==> src/rtl/stripe_pkg.sv <==
// Shared constants for the scrolling ground stripe: game-state codes, default
// geometry, the RGB332 ground/grass palette and the tile artwork.
package stripe_pkg;

  typedef logic [2:0] game_state_t;

  localparam game_state_t ST_IDLE  = 3'b000;
  localparam game_state_t ST_READY = 3'b001;
  localparam game_state_t ST_COUNT = 3'b010;
  localparam game_state_t ST_PLAY  = 3'b011;
  localparam game_state_t ST_OVER  = 3'b100;
  localparam game_state_t ST_PAUSE = 3'b101;

  localparam int DEF_H_ACTIVE = 640;
  localparam int DEF_BAND_TOP = 460;
  localparam int DEF_BAND_H   = 20;
  localparam int DEF_TILE_W   = 20;
  localparam int DEF_STEP_DIV = 2**19;

  localparam int         PAL_SIZE = 14;
  localparam logic [7:0] PAL_FILL = 8'b1001_1000;

  // Rows 0..5 are grass shades, 6..13 are soil/earth tones.
  localparam logic [7:0] PALETTE [PAL_SIZE] = '{
    8'h1C, 8'h38, 8'h14, 8'h31, 8'h0C, 8'h6C, 8'h88,
    8'hAC, 8'h64, 8'h8D, 8'hD1, 8'h44, 8'hA9, 8'h68
  };

  function automatic logic [7:0] palette_lookup(input logic [3:0] idx);
    if (idx >= 4'(PAL_SIZE)) return PAL_FILL;
    return PALETTE[idx];
  endfunction

  // Tile artwork: grass tips, grass body, a soil edge line, then textured earth.
  function automatic logic [3:0] tile_pattern(input int row, input int col);
    if (row < 2) return col[1] ? 4'd1 : 4'd0;
    if (row < 5) return 4'(2 + (row + col) % 3);
    if (row == 5) return 4'd5;
    return 4'(6 + (row * 3 + col) % 10);
  endfunction

endpackage

==> src/rtl/stripe_tile_rom.sv <==
// Synchronous-read tile ROM, TILE_W*BAND_H entries of 4-bit palette index,
// contents elaborated from the package tile artwork.
module stripe_tile_rom
  import stripe_pkg::*;
#(
  parameter int  TILE_W = DEF_TILE_W,
  parameter int  BAND_H = DEF_BAND_H,
  localparam int DEPTH  = TILE_W * BAND_H,
  localparam int AW     = $clog2(DEPTH)
) (
  input  logic          clk,
  input  logic          rst,
  input  logic [AW-1:0] addr,
  output logic [3:0]    data
);

  logic [3:0] mem [DEPTH];

  for (genvar i = 0; i < DEPTH; i++) begin : g_rom
    assign mem[i] = tile_pattern(i / TILE_W, i % TILE_W);
  end

  always_ff @(posedge clk) begin
    if (rst) data <= '0;
    else     data <= mem[addr];
  end

endmodule

==> src/rtl/scroll_stripe_gen.sv <==
// Horizontally scrolling ground stripe for a VGA band: prescaled scroll offset,
// divider-free tile phase tracking and a 3-stage address/ROM/palette pipeline.
module scroll_stripe_gen #(
  parameter int         H_ACTIVE = stripe_pkg::DEF_H_ACTIVE,
  parameter int         BAND_TOP = stripe_pkg::DEF_BAND_TOP,
  parameter int         BAND_H   = stripe_pkg::DEF_BAND_H,
  parameter int         TILE_W   = stripe_pkg::DEF_TILE_W,
  parameter int         STEP_DIV = stripe_pkg::DEF_STEP_DIV,
  parameter logic [2:0] ST_PLAY  = stripe_pkg::ST_PLAY
) (
  input  logic        clk,
  input  logic        rst,
  input  logic [2:0]  state,
  input  logic [10:0] hcounter,
  input  logic [10:0] vcounter,
  input  logic [2:0]  speed,
  output logic [7:0]  stripe_pixel,
  output logic        stripe_flag
);

  import stripe_pkg::*;

  localparam int PW    = (STEP_DIV > 1) ? $clog2(STEP_DIV) : 1;
  localparam int OW    = $clog2(TILE_W);
  localparam int SW    = OW + 3;
  localparam int DEPTH = TILE_W * BAND_H;
  localparam int AW    = $clog2(DEPTH);

  localparam logic [PW-1:0] PRESC_LAST = PW'(STEP_DIV - 1);
  localparam logic [OW-1:0] PHASE_LAST = OW'(TILE_W - 1);

  logic [PW-1:0] prescale;
  logic [OW-1:0] offset;
  logic [SW-1:0] offset_sum;
  logic          play;
  logic          step;

  logic [OW-1:0] phase_q;
  logic [OW-1:0] phase_cur;
  logic [10:0]   h_prev;
  logic          in_band;
  logic [AW-1:0] addr_cur;

  logic [AW-1:0] s1_addr;
  logic          s1_in_band;
  logic          s2_in_band;
  logic [3:0]    rom_data;

  assign play       = (state == ST_PLAY);
  assign step       = play && (prescale == PRESC_LAST);
  assign offset_sum = SW'(offset) + SW'(speed);

  always_ff @(posedge clk) begin
    if (rst) begin
      prescale <= '0;
      offset   <= '0;
    end else if (play) begin
      prescale <= step ? '0 : prescale + PW'(1);
      if (step) begin
        offset <= (offset_sum >= SW'(TILE_W)) ? OW'(offset_sum - SW'(TILE_W))
                                              : OW'(offset_sum);
      end
    end
  end

  // Phase follows (hcounter + offset) mod TILE_W by counting pixel changes,
  // reloaded at each line start so the scroll offset only changes per line.
  always_comb begin
    phase_cur = phase_q;
    if (hcounter == 11'd0) begin
      phase_cur = offset;
    end else if (hcounter != h_prev) begin
      phase_cur = (phase_q == PHASE_LAST) ? '0 : phase_q + OW'(1);
    end
  end

  assign in_band = (hcounter < 11'(H_ACTIVE)) &&
                   (vcounter >= 11'(BAND_TOP)) &&
                   (vcounter < 11'(BAND_TOP + BAND_H));

  assign addr_cur = in_band ? AW'(vcounter - 11'(BAND_TOP)) * AW'(TILE_W) + AW'(phase_cur)
                            : '0;

  always_ff @(posedge clk) begin
    if (rst) begin
      phase_q      <= '0;
      h_prev       <= '0;
      s1_addr      <= '0;
      s1_in_band   <= 1'b0;
      s2_in_band   <= 1'b0;
      stripe_pixel <= 8'h00;
      stripe_flag  <= 1'b0;
    end else begin
      phase_q      <= phase_cur;
      h_prev       <= hcounter;
      s1_addr      <= addr_cur;
      s1_in_band   <= in_band;
      s2_in_band   <= s1_in_band;
      stripe_flag  <= s2_in_band;
      stripe_pixel <= s2_in_band ? palette_lookup(rom_data) : 8'h00;
    end
  end

  stripe_tile_rom #(
    .TILE_W (TILE_W),
    .BAND_H (BAND_H)
  ) u_rom (
    .clk  (clk),
    .rst  (rst),
    .addr (s1_addr),
    .data (rom_data)
  );

endmodule

==> config.mk <==
export PLATFORM = sky130hd
export DESIGN_NAME = scroll_stripe_gen
export DESIGN_NICKNAME = d
export VERILOG_FILES = /design/src/rtl/stripe_pkg.sv /design/src/rtl/stripe_tile_rom.sv /design/src/rtl/scroll_stripe_gen.sv
export SDC_FILE = /design/constraint.sdc
export NUM_CORES = 1
export LEC_CHECK = 0
export CAP_MARGIN = 20
export CORE_ASPECT_RATIO = 2
export CORE_UTILIZATION = 45
export CTS_CLUSTER_DIAMETER = 200
export DETAILED_ROUTE_END_ITERATION = 6
export GPL_TIMING_DRIVEN = 0
export SETUP_SLACK_MARGIN = 0.2
export SYNTH_ARGS = -nofsm -noshare
export SYNTH_HDL_FRONTEND = slang
export SYNTH_HIERARCHICAL = 1
export SYNTH_SLANG_ARGS = --single-unit
==> constraint.sdc <==
create_clock -name clk -period 8.39 [get_ports clk]
set_clock_uncertainty 0.1 [all_clocks]
set_input_delay 1.678 -clock clk [delete_from_list [all_inputs] [get_ports clk]]
set_output_delay 1.678 -clock clk [all_outputs]
set_load 0.01 [all_outputs]
==> results.json <==
{
  "post-route-period-util_pct": 56.8,
  "crit_fanout": 6,
  "hp-start": "s1_in_band$_SDFF_PP0_",
  "yosysMostFrequentCell": "nor2_1",
  "die_w_um": 78.0,
  "r2r_cells": 8,
  "setup_viol": 0,
  "seq_area_mm2": 0.00126,
  "overflow": 0,
  "cellPowerDensity_mw_per_mm2": 130,
  "holdPathStages": 1,
  "max_freq_mhz": 210,
  "fin_setup_tns_ps": 0,
  "vias": 5370,
  "path_clk_slew_ps": 50,
  "ys_warn_count": 6,
  "hold_violations": 0,
  "area_growth_pct": 16.9,
  "cp_slowest_stage_delay_ps": 560,
  "seq_area_frac_synth_pct": 24.3,
  "final_nets": 783,
  "postCtsSetupRepairBufs": 0,
  "r2r_start": "s1_addr[0]$_SDFF_PP0_",
  "slew_headroom_pct": 42.2,
  "drv_cap": 0,
  "post_synth_instance_area_mm2": 0.00519,
  "syn_nets": 735,
  "syn_inst": 668,
  "hp-class": "flop to flop",
  "synthArstFlopShare_pct": 0,
  "cpMaxStageDelayCell": "clkdlybuf4s50_1",
  "fin_ws_ps": 3630,
  "p_comb_share_pct": 9.7,
  "p_leak_uw": 0.00230,
  "path_cells": "clkdlybuf4s50_1 > xnor2_1 > nand4_1 > or3_1 > buf_2 > a221oi_1 > nor2_1 > ha_1 > fa_1 > a21o_1 > nand4_1 > xnor2_1 > xnor2_1 > nor2_1",
  "grt_usage_pct": 32.7,
  "critPathKind": "input port to flop",
  "grt_max_degree": 13,
  "dp_slack_ps": 3250,
  "p_sw_share_pct": 22.5,
  "place_hpwl_um": 14000,
  "diodes": 0,
  "cp.required_ps": 8490,
  "vias_per_cell": 6.22,
  "globalplace.congestion": 1.02,
  "status": "complete, no violations",
  "multi_input_area_mm2": 0.00356,
  "firstDrtPassIters": 6,
  "r2r_slack_ps": 4540,
  "cts_buffers": 9,
  "coreArea_mm2": 0.0113,
  "synth_edf_count": 0,
  "rows": 55,
  "synth_commonest_cells": "75 x nor2_1, 63 x dfxtp_1, 53 x nand2_1",
  "worst_ir_drop_vdd_mv": 0.164,
  "start_kind": "input port",
  "first_global_vias": 5493,
  "fillers": 1160,
  "cts-hold-fix-buffers": 0,
  "antenna_found_initial": 1,
  "power_frac_seq_pct": 38.8,
  "synth.distinct_cells": 80,
  "routed_wl_um": 18600,
  "rsz0062_at_grt": "no",
  "arrival_ps": 4860,
  "start_util_pct": 46.0,
  "p_sw_uw": 178,
  "grt_pass1_wl_um": 29200,
  "cp_common_cell": "xnor2_1",
  "port_buffers": 37,
  "dp_cells": 847,
  "io_pins": 39,
  "clock-root-buffer": "clkbuf_16",
  "drc_errors": 0,
  "avgSynthCellArea_um2": 7.78,
  "fin_crit_ps": 4760,
  "htreeDepth": 3,
  "slew_violations": 0,
  "yosysTopAreaCell": "dfxtp_1",
  "clk_latency_ps": 330,
  "worstMarginPinSlew_ps": 857,
  "p_clk_share_pct": 51.6,
  "synthFlopType": "dfxtp_1",
  "cts_resized": 0,
  "dieArea_mm2": 0.0120,
  "wl_per_cell_um": 21.6,
  "ys_ff_latch": 63,
  "p_int_uw": 613,
  "final_antenna_net_count": 0,
  "numClockSinks": 63,
  "r2r_end": "u_rom/data[1]$_SDFF_PP0_",
  "clk_path_buf_depth": 2,
  "hold_end": "s2_in_band$_SDFF_PP0_",
  "yosysTopAreaCellShare_pct": 24.3,
  "first_iter_violations": 477,
  "drive_gt1_share_pct": 9.15,
  "crit_path_end_kind": "flop",
  "synth_area_leaders": "dfxtp_1 24%, ha_1 8.2%, nor2_1 5.4%, xnor2_1 5.2%, nand2_1 3.8%",
  "cts_tree": "done",
  "die_h_um": 154,
  "fin_cells": 863
}
[how the worst max path moves through the flow]
stage	start	end
after floorplan	hcounter[9]	s1_addr[8]$_SDFF_PP0_
after global placement	hcounter[3]	s1_addr[8]$_SDFF_PP0_
after detailed placement	hcounter[3]	s1_addr[8]$_SDFF_PP0_
after CTS	hcounter[3]	s1_addr[8]$_SDFF_PP0_
after global routing	hcounter[7]	s1_addr[8]$_SDFF_PP0_
final	hcounter[3]	s1_addr[8]$_SDFF_PP0_
[per-stage QoR]
stage | utilization, % | cell area [µm²] | hold slack, ps | power, µW
3_5_place_dp | 50.9 | 5740 | 336 | 389
4_1_cts | 53.8 | 6070 | 346 | 799
6_report | 53.8 | 6070 | 341 | 790
2_1_floorplan | - | 5190 | 314 | 360
3_3_place_gp | 50.9 | 5740 | 320 | 388
5_1_grt | 53.8 | 6070 | 353 | 821
[registers in the layout (all words and copies together), names as in the netlist]
| register | cells |
|---|---|
| s1_addr | 9 |
| s1_in_band | 1 |
| u_rom/data | 4 |
| s2_in_band | 1 |
| prescale | 19 |
| stripe_flag | 1 |
| offset | 5 |
| phase_q | 5 |
| h_prev | 11 |
| stripe_pixel | 7 |
[cell type report]
| cell class | count | area share [%] |
|---|---|---|
| Buffer | 48 | 4.53 |
| Clock buffer | 10 | 3.93 |
| Clock inverter | 6 | 1.52 |
| Inverter | 25 | 1.55 |
| Multi-Input combinational cell | 532 | 58.7 |
| Sequential cell | 63 | 20.8 |
| Tap cell | 142 | 2.93 |
| Timing Repair Buffer | 37 | 6.10 |
[power by group through the flow]
stage          clock (µW)  combinational (µW)  sequential [µW]
2_1_floorplan           0                47.3              313
3_3_place_gp            0                74.9              313
5_1_grt               429                84.6              307
3_5_place_dp            0                76.4              313
6_report              408                76.3              307
4_1_cts               415                77.2              307
[layout by cell type (no fill, tap or decap), drive strengths merged, types with 6 or more instances in the layout]
master,instances
dfxtp,63
clkbuf,28
ha,34
nor2b,31
buf,30
o21ai,30
inv,25
nand4,11
o211ai,8
a211oi,18
nor3,19
a31oi,18
o31ai,7
and2,6
mux2i,11
xor2,17
nand2,54
xnor2,31
a21oi,39
nand3,20
nand2b,7
clkdlybuf4s50,37
a221oi,7
nor2,76
[worst max-delay path: cells and delay by family]
kind / cells / cell delay [ps]
AND/OR/NAND/NOR: 5 / 790
buffers and inverters: 2 / 730
adder cells (fa/ha/maj): 2 / 620
AO/OA/AOI/OAI: 2 / 600
XOR/XNOR: 3 / 430
[logic make-up after synthesis]
| logic type | share of synthesized area [%] |
|---|---|
| muxes | 3.01 |
| AOI/OAI and AO/OA | 22.9 |
| buffers and inverters | 7.11 |
| other | 0.0722 |
| DFF | 24.3 |
| adders and majority gates | 9.35 |
| and+or+nand+nor | 25.2 |
| xor gates and xnor gates | 8.09 |
[metal layers]
layer  vias up  global-route usage (%)  part of all wire, %
met5         -                    1.74                0.070
met4         2                    25.3                  8.8
met3       120                    8.37                  6.9
met2       292                    58.9                   51
met1      2467                    30.5                   33
li1       2489                       -                    -
(Power assumes the default switching activity.)
